==> src/rtl/mem_store_buffer.sv <==
`default_nettype none
// ============================================================================
// Module   : mem_store_buffer
// Brief    : MEM-stage store buffer. Stores are queued in a small FIFO and
//            drained to memory in the background. Loads are forwarded from the
//            youngest matching buffered store, or served by a memory read.
//            A read miss takes priority over draining.
// Revision : 1.0 - initial release
// ============================================================================
module mem_store_buffer #(
    parameter int DEPTH = 4
) (
    input  logic        clk,
    input  logic        reset,
    input  logic        MemWrite_mem,
    input  logic        MemRead_mem,
    input  logic [31:0] Addr_mem,
    input  logic [31:0] WriteData_mem,
    output logic [31:0] ReadData_mem,
    output logic        MemStall,
    output logic        mem_req,
    output logic        mem_we,
    output logic [31:0] mem_addr,
    output logic [31:0] mem_wdata,
    input  logic [31:0] mem_rdata,
    input  logic        mem_ack,
    output logic        BufEmpty
);

    localparam int PTR_W = $clog2(DEPTH);
    localparam int CNT_W = PTR_W + 1;
    localparam logic [CNT_W-1:0] FULL_CNT = CNT_W'(DEPTH);

    typedef enum logic [1:0] {
        IDLE    = 2'd0,
        WR_BUSY = 2'd1,
        RD_BUSY = 2'd2,
        RD_DONE = 2'd3
    } state_t;

    state_t             state_q, state_d;

    // FIFO storage: word address and data per entry
    logic [29:0]        buf_addr_q [DEPTH];
    logic [31:0]        buf_data_q [DEPTH];
    logic [PTR_W-1:0]   wr_ptr_q, wr_ptr_d;
    logic [PTR_W-1:0]   rd_ptr_q, rd_ptr_d;
    logic [CNT_W-1:0]   count_q, count_d;

    // Registered memory-side request and captured read data
    logic               mem_req_q, mem_req_d;
    logic               mem_we_q, mem_we_d;
    logic [31:0]        mem_addr_q, mem_addr_d;
    logic [31:0]        mem_wdata_q, mem_wdata_d;
    logic [31:0]        rd_data_q, rd_data_d;

    logic               full;
    logic               push;
    logic               pop;
    logic               load_req;
    logic               load_miss;
    logic               hit;
    logic [31:0]        hit_data;
    logic               w_unused_addr_lsb;

    // Word access only: the byte offset carries no information
    assign w_unused_addr_lsb = ^Addr_mem[1:0];

    // Full is judged on the current count; a same-cycle pop does not free a slot
    assign full      = (count_q == FULL_CNT);
    assign push      = MemWrite_mem && !full;
    assign pop       = (state_q == WR_BUSY) && mem_ack;
    // A store presented together with a load wins; the load is dropped
    assign load_req  = MemRead_mem && !MemWrite_mem;
    assign load_miss = load_req && !hit;

    // Search valid entries oldest-to-youngest so the youngest match wins
    always_comb begin
        hit      = 1'b0;
        hit_data = '0;
        for (int k = 0; k < DEPTH; k++) begin
            if ((CNT_W'(k) < count_q) &&
                (buf_addr_q[rd_ptr_q + PTR_W'(k)] == Addr_mem[31:2])) begin
                hit      = 1'b1;
                hit_data = buf_data_q[rd_ptr_q + PTR_W'(k)];
            end
        end
    end

    // FIFO pointer and occupancy next-state
    always_comb begin
        wr_ptr_d = wr_ptr_q;
        rd_ptr_d = rd_ptr_q;
        count_d  = count_q;
        if (push) begin
            wr_ptr_d = wr_ptr_q + PTR_W'(1);
        end
        if (pop) begin
            rd_ptr_d = rd_ptr_q + PTR_W'(1);
        end
        if (push && !pop) begin
            count_d = count_q + CNT_W'(1);
        end else if (pop && !push) begin
            count_d = count_q - CNT_W'(1);
        end
    end

    // Controller next-state and memory-request next-state
    always_comb begin
        state_d     = state_q;
        mem_req_d   = mem_req_q;
        mem_we_d    = mem_we_q;
        mem_addr_d  = mem_addr_q;
        mem_wdata_d = mem_wdata_q;
        rd_data_d   = rd_data_q;
        case (state_q)
            IDLE: begin
                if (load_miss) begin
                    state_d    = RD_BUSY;
                    mem_req_d  = 1'b1;
                    mem_we_d   = 1'b0;
                    mem_addr_d = {Addr_mem[31:2], 2'b00};
                end else if (count_q != '0) begin
                    state_d     = WR_BUSY;
                    mem_req_d   = 1'b1;
                    mem_we_d    = 1'b1;
                    mem_addr_d  = {buf_addr_q[rd_ptr_q], 2'b00};
                    mem_wdata_d = buf_data_q[rd_ptr_q];
                end
            end
            WR_BUSY: begin
                if (mem_ack) begin
                    state_d   = IDLE;
                    mem_req_d = 1'b0;
                end
            end
            RD_BUSY: begin
                if (mem_ack) begin
                    state_d   = RD_DONE;
                    mem_req_d = 1'b0;
                    rd_data_d = mem_rdata;
                end
            end
            RD_DONE: begin
                state_d = IDLE;
            end
            default: begin
                state_d = IDLE;
            end
        endcase
    end

    // Pipeline-facing outputs: forwarding, read return and stall
    always_comb begin
        ReadData_mem = '0;
        MemStall     = 1'b0;
        if (state_q == RD_DONE) begin
            ReadData_mem = rd_data_q;
        end else if (load_req && hit) begin
            ReadData_mem = hit_data;
        end
        if (MemWrite_mem) begin
            MemStall = full;
        end else if (MemRead_mem) begin
            MemStall = (state_q != RD_DONE) && !hit;
        end
    end

    // State, pointers and memory-request registers
    always_ff @(posedge clk) begin
        if (reset) begin
            state_q     <= IDLE;
            wr_ptr_q    <= '0;
            rd_ptr_q    <= '0;
            count_q     <= '0;
            mem_req_q   <= 1'b0;
            mem_we_q    <= 1'b0;
            mem_addr_q  <= '0;
            mem_wdata_q <= '0;
            rd_data_q   <= '0;
        end else begin
            state_q     <= state_d;
            wr_ptr_q    <= wr_ptr_d;
            rd_ptr_q    <= rd_ptr_d;
            count_q     <= count_d;
            mem_req_q   <= mem_req_d;
            mem_we_q    <= mem_we_d;
            mem_addr_q  <= mem_addr_d;
            mem_wdata_q <= mem_wdata_d;
            rd_data_q   <= rd_data_d;
        end
    end

    // Entry storage; contents are only meaningful below count, so no reset
    always_ff @(posedge clk) begin
        if (push) begin
            buf_addr_q[wr_ptr_q] <= Addr_mem[31:2];
            buf_data_q[wr_ptr_q] <= WriteData_mem;
        end
    end

    assign mem_req   = mem_req_q;
    assign mem_we    = mem_we_q;
    assign mem_addr  = mem_addr_q;
    assign mem_wdata = mem_wdata_q;
    assign BufEmpty  = (count_q == '0);

endmodule
`default_nettype wire

==> config.mk <==
export PLATFORM = sky130hd
export DESIGN_NAME = mem_store_buffer
export DESIGN_NICKNAME = d
export VERILOG_FILES = /design/src/rtl/mem_store_buffer.sv
export SDC_FILE = /design/constraint.sdc
export NUM_CORES = 1
export LEC_CHECK = 0
export ABC_AREA = 0
export CAP_MARGIN = 20
export CORE_MARGIN = 2
export CORE_UTILIZATION = 58
export DETAILED_ROUTE_END_ITERATION = 12
export MAX_ROUTING_LAYER = met4
export PLACE_DENSITY_LB_ADDON = 0.15
export SLEW_MARGIN = 40
export SYNTH_ARGS = -nofsm -noshare
export SYNTH_HDL_FRONTEND = slang
export SYNTH_SLANG_ARGS = --single-unit
==> constraint.sdc <==
create_clock -name clk -period 4.53 [get_ports clk]
set_input_delay 0.906 -clock clk [delete_from_list [all_inputs] [get_ports clk]]
set_output_delay 0.906 -clock clk [all_outputs]
set_load 0.03 [all_outputs]
### After elaboration in Yosys (flattened, before gate mapping)

Memory sizes are Yosys's and may differ from the RTL's. A register that Yosys moved wholly into a read port is not among the register bits.
Cells that the tools add are included.

| operators by class | value |
|---|---|
| add/sub/neg operators | 6 |
| magnitude comparators | 4 |
| equality and inequality tests | 13 |
| multiplexer cells | 32 |
| bitwise logic cells | 1 |
| reduce and logical (&&, ||, !) cells | 29 |

Operator list:

| kind | count |
|---|---|
| 32-bit 2-to-1 mux | 8 |
| 30-bit equality test | 4 |
| 2-bit 2-to-1 mux | 8 |
| 1-bit logical AND | 12 |
| 1-bit 2-to-1 mux | 12 |
| 3-bit AND reduction | 3 |
| 2-bit one-hot mux with 4 select lines | 1 |
| 1-bit by 3-bit less-than comparator with 1-bit output, first input constant | 2 |
| 2-bit by 3-bit less-than comparator with 1-bit output, first input constant | 2 |
| 3-bit 2-to-1 mux | 2 |
| 2-bit inequality test, second input constant | 3 |
| 2-bit nonzero test | 3 |
| 1-bit logical NOT | 5 |
| 2-bit by 1-bit adder with 2-bit output, second input constant | 2 |
| 2-bit adder, second input constant | 2 |
| 2-bit equality test, second input constant | 2 |
| 2-bit AND reduction | 2 |
| 3-bit by 1-bit adder with 3-bit output, second input constant | 1 |
| 3-bit equality test, second input constant | 1 |
| 3-bit logical NOT | 1 |
| 3-bit inequality test, second input constant | 1 |
| 3-bit nonzero test | 1 |
| 3-bit by 1-bit subtractor with 3-bit output, second input constant | 1 |
| 2-bit by 1-bit equality test with 1-bit output, second input constant | 1 |
| other kinds (5) | 5 |

| word-level totals | value |
|---|---|
| register bits after elaboration | 107 |
| RAM bits | 248 |
| output and inout bits | 100 |
| word-level logic and storage cells | 96 |
| memories kept | 2 |

Memories:

| memory | depth | bits a word | rd ports | clocked after Yosys merged registers in | wr ports | line | source |
|---|---|---|---|---|---|---|---|
| buf_data_q | 4 | 32 | 4 | 1 | 1 | 45 | `logic [31:0] buf_data_q [DEPTH];` |
| buf_addr_q | 4 | 30 | 4 | 1 | 1 | 44 | `logic [29:0] buf_addr_q [DEPTH];` |

### Longest topological paths before layout

An unclocked memory read counts as a cell.

| logic depth | value |
|---|---|
| word-level depth | 11 |
| mapped depth | 16 |
| mapped depth without buffers | 10 |

### Worst setup path before layout

Ideal clock, no wire load.

| path | value |
|---|---|
| path kind | input -> output |
| start | in Addr_mem[17] |
| end | out ReadData_mem[21] |
| data arrival time | 3.765 ns |
| data required time | 3.624 ns |
| path slack | -0.141 ns |
| cell stages on the path | 10 |
| cells stage by stage | buf_1 a222oi_1 or4b_2 a21boi_0 nor3_1 nand2_1 inv_1 clkbuf_1 a311oi_1 o31ai_1 |

| between the ends | value |
|---|---|
| word-level cells in the longest chain between the ends | 9 |
| elaborated cells between the ends (all ways) | 19 |
| classes of those cells | eq/ne (4); mux (10); reduce/logical (5) |

Ends and longest elaborated chain:

| what | line | source |
|---|---|---|
| start: declaration | 17 | `input logic [31:0] Addr_mem,` |
| 30-bit equality test | 83 | `(buf_addr_q[rd_ptr_q + PTR_W'(k)] == Addr_mem[31:2])) begin` |
| 1-bit logical AND | 82 | `if ((CNT_W'(k) < count_q) &&` |
| 1-bit 2-to-1 mux (4 in series) | 82 |  |
| 1-bit logical AND | 159 | `end else if (load_req && hit) begin` |
| 32-bit 2-to-1 mux (*) | 159 |  |
| 32-bit 2-to-1 mux (*) | 157 | `if (state_q == RD_DONE) begin` |
| end: declaration | 19 | `output logic [31:0] ReadData_mem,` |

Every way passes the cells marked *; elsewhere a longest branch is shown, timed or not.

### Worst setup path after layout

| path | value |
|---|---|
| start | reg rd_ptr_q[0] |
| end | out ReadData_mem[7] |

| between the ends | value |
|---|---|
| word-level cells in the longest chain between the ends | 10 |
| elaborated cells between the ends (all ways) | 20 |
| classes of those cells | add/sub (3); eq/ne (3); mux (8); reduce/logical (4); memory (2) |

Ends and longest elaborated chain:

| what | line | source |
|---|---|---|
| start: declaration | 47 | `logic [PTR_W-1:0] rd_ptr_q, rd_ptr_d;` |
| start signal: assignment | 184 | `rd_ptr_q <= rd_ptr_d;` |
| 2-bit by 1-bit adder with 2-bit output | 83, 85 |  |
| memory read 4 x 30 bit | - |  |
| 30-bit equality test | 83 |  |
| 1-bit logical AND | 82 |  |
| 1-bit 2-to-1 mux (3 in series) | 82 |  |
| 1-bit logical AND | 159 |  |
| 32-bit 2-to-1 mux (*) | 159 |  |
| 32-bit 2-to-1 mux (*) | 157 |  |

Marked as above.

==> qor.yml <==
max-cap-violations: 0
stdcell_count: 2620
avgSynthCellArea_sq_um: 11.7
critPathArrivalTime_ns: 4.14
first_pass_iters: 6
endpoint_kind: "output pin"
vias: 17400
area_growth_pct: 31.0
r2r_slack_ns: 0.36
crit_path_start_kind: "flip-flop"
final_cell_mix: "edfxtp_1 (248), buf_4 (209), clkdlybuf4s50_1 (156), nand2_1 (137)"
grt_util_all_layers_pct: 37.2
regToRegStartpoint: "rd_ptr_q[0]"
async_flop_share_pct: 0
first_global_vias: 16900
initial_utilization_pct: 59.0
drive_gt1_share_pct: 32.3
htree_levels: 2
drt_iter0_markers: 2094
cts_buffers: 39
rsz0062_at_grt: "true"
hold_path_end: "rd_data_q[21]"
ys.warnings.count: 0
timing.rr.end: "mem_addr[26]"
worstMarginPinSlew_ns: 0.868
hp-start: "rd_data_q[21]"
place.gp.congestion: 0.994
utilization_pct: 77.3
synth-main-ff-cell: "edfxtp_1"
cts-root-buf: "clkbuf_16"
totalNegativeSetupSlack_ns: -14.45
row_count: 69
drc: 0
slew_viol_final: 0
clock_latency_ns: 0.57
failed_checks: "setup timing"
ys_seq_elements: 355
io_buffers: 196
viasPerCell: 6.64
worst-setup-path-type: "reg2out"
grt_first_pass_wirelength_microns: 103000
cts.path.max_buffers: 3
hold_path.class: "reg2reg"
post-route-min-period_ns: 5.04
crit_fanout: 8
dp_cells: 2507
die-area_sq_um: 37800
leakagePower_nw: 9.55
mostFrequentLayoutCell: "edfxtp_1"
worst_clock_skew_ns: 0.0245
fmax_mhz: 198
critPathRequiredTime_ns: 3.62
nFillCells: 2296
clk_pin_slew_ns: 0.06
syn-instance-count: 1805
grt_max_degree: 73
drt-wirelength-per-cell_microns: 26.6
worst_slack_ns: -0.513
cts_tree: "yes"
fp.dieW_microns: 194
status: "finished, violations left"
antenna_left: 0
hold_depth: 2
setup_viol: 33
fin_nets: 2241
synth_top_area_share_pct: 35.4
hold_ws_ns: 0.455
grt_overflow: 0
yosysTopAreaCell: "edfxtp_1"
synth.area.top_cells: "edfxtp_1 (35%), mux4_2 (13%), dfxtp_1 (10%)"
p_per_area_nw_per_um2: 464
drt-total-wl_microns: 69700
period_share_pct: 111
crit_start: "rd_ptr_q[0]"
dp_hpwl_microns: 45500
numClockSinks: 355
r2r_cells: 16
synth_edf_count: 248
cts_hold_buf: 0
ys_seq_area_share_pct: 45.6
ys_types: 78
ir_drop_v: 0.000415
antenna_found_initial: 2
syn_area_sq_um: 21000
die_y_microns: 194
core_sq_um: 35700
hold_viol_final: 0
num_io_pins: 201
relSlewSlack_pct: 42.1
## registers in the layout, summed over array words and instances, names as in the netlist, named ones only
signal      cells
rd_data_q      32
buf_data_q    128
state_q         2
mem_req         1
count_q         3
mem_we          1
mem_addr       30
wr_ptr_q        2
mem_wdata      32
rd_ptr_q        2
buf_addr_q    120
## how the worst max path moves through the flow
| stage | endpoint | slack (ns) | cells past startpoint |
|---|---|---|---|
| finish | ReadData_mem[7] | -0.51 | 16 |
| global route | ReadData_mem[28] | -0.60 | 16 |
| CTS | ReadData_mem[8] | -0.51 | 14 |
| detailed placement | ReadData_mem[7] | -0.64 | 14 |
| global placement | ReadData_mem[8] | -0.64 | 14 |
| floorplan | ReadData_mem[27] | -0.14 | 10 |
## cells by family after synthesis
family | count (synthesis) | share of synthesized area [%]
AOI/OAI and AO/OA | 389 | 12.7
DFF | 355 | 45.6
and+or+nand+nor | 429 | 9.43
muxes | 318 | 22.6
xor gates and xnor gates | 109 | 4.54
adders and majority gates | 13 | 0.773
buffers and inverters | 191 | 4.39
other | 1 | 0.0178
## synthesized netlist by cell type, types with 6 or more instances
library cell	instances
mux2i_1	148
clkbuf_1	115
xor2_1	16
dfxtp_1	107
xnor2_1	93
nand3_1	40
a22oi_1	26
a21bo_2	32
ha_1	13
nand2b_1	51
buf_1	11
a31oi_1	6
mux4_2	119
o31ai_1	33
nand4_1	12
nand2_1	146
a21oi_1	119
a211oi_1	33
inv_1	20
mux2_2	45
buf_4	14
o22ai_1	9
nor2_1	128
edfxtp_1	248
a311oi_1	31
buf_6	14
o21ai_0	49
buf_2	14
nor3_1	10
nor4_1	12
## report_power, final
part           leakage (nW)  switching [mW]  total, mW  internal [mW]
Clock                 0.622            1.31       3.18           1.87
Sequential             3.15           0.352       4.40           4.05
Combinational          5.77            2.89       5.23           2.34
Total                  9.55            4.56       12.8           8.25
## area by class of cell
| type | instances | area [sq um] | share of cell area (%) |
|---|---|---|---|
| antenna | 2 | 5.00 | 0.0181 |
| clock buffer | 58 | 1150 | 4.17 |
| inverter | 21 | 81.3 | 0.295 |
| timing repair buffer | 450 | 4600 | 16.7 |
| multi-input combinational | 1260 | 11400 | 41.5 |
| tap | 461 | 577 | 2.09 |
| sequential | 355 | 9600 | 34.8 |
| clock inverter | 13 | 118 | 0.426 |
## metrics by stage
stage / setup WS [ns] / power, mW / area [sq um]
final: -0.513 / 12.8 / 27600
after global routing: -0.603 / 13.3 / 27600
after CTS: -0.513 / 12.6 / 26900
after detailed placement: -0.640 / 9.21 / 24900
after global placement: -0.635 / 9.13 / 24900
after floorplan: -0.141 / 7.46 / 21100
## critical path, cell delays in order (launching register included)
cell and delay, ns:
dfxtp_4 0.42, buf_12 0.16, buf_12 0.14, buf_12 0.14, mux4_2 0.53, xnor2_2 0.21
nand4_1 0.17, nor4_2 0.43, nand4_4 0.18, o21ai_4 0.13, buf_12 0.13, buf_12 0.14
buf_4 0.15, a311oi_2 0.05, o31ai_2 0.30, buf_4 0.17, buf_12 0.11
## what timing repair did
| item | 4_1_cts | 5_1_grt |
|---|---|---|
| resized for setup | 91 | 118 |
| gates cloned | 6 | 1 |
| endpoints found under the setup margin | 33 | 33 |
| buffers inserted | 18 | 22 |
| pin swaps | 20 | 46 |
## layer usage
metal	vias up	routed length (microns)	track usage, %
met2	1081	31700	55.2
li1	7540	-	-
met4	0	1830	10.7
met5	-	0	-
met1	8639	28300	52.6
met3	134	7840	6.96
Note: power is estimated with default switching activity, not from simulation.
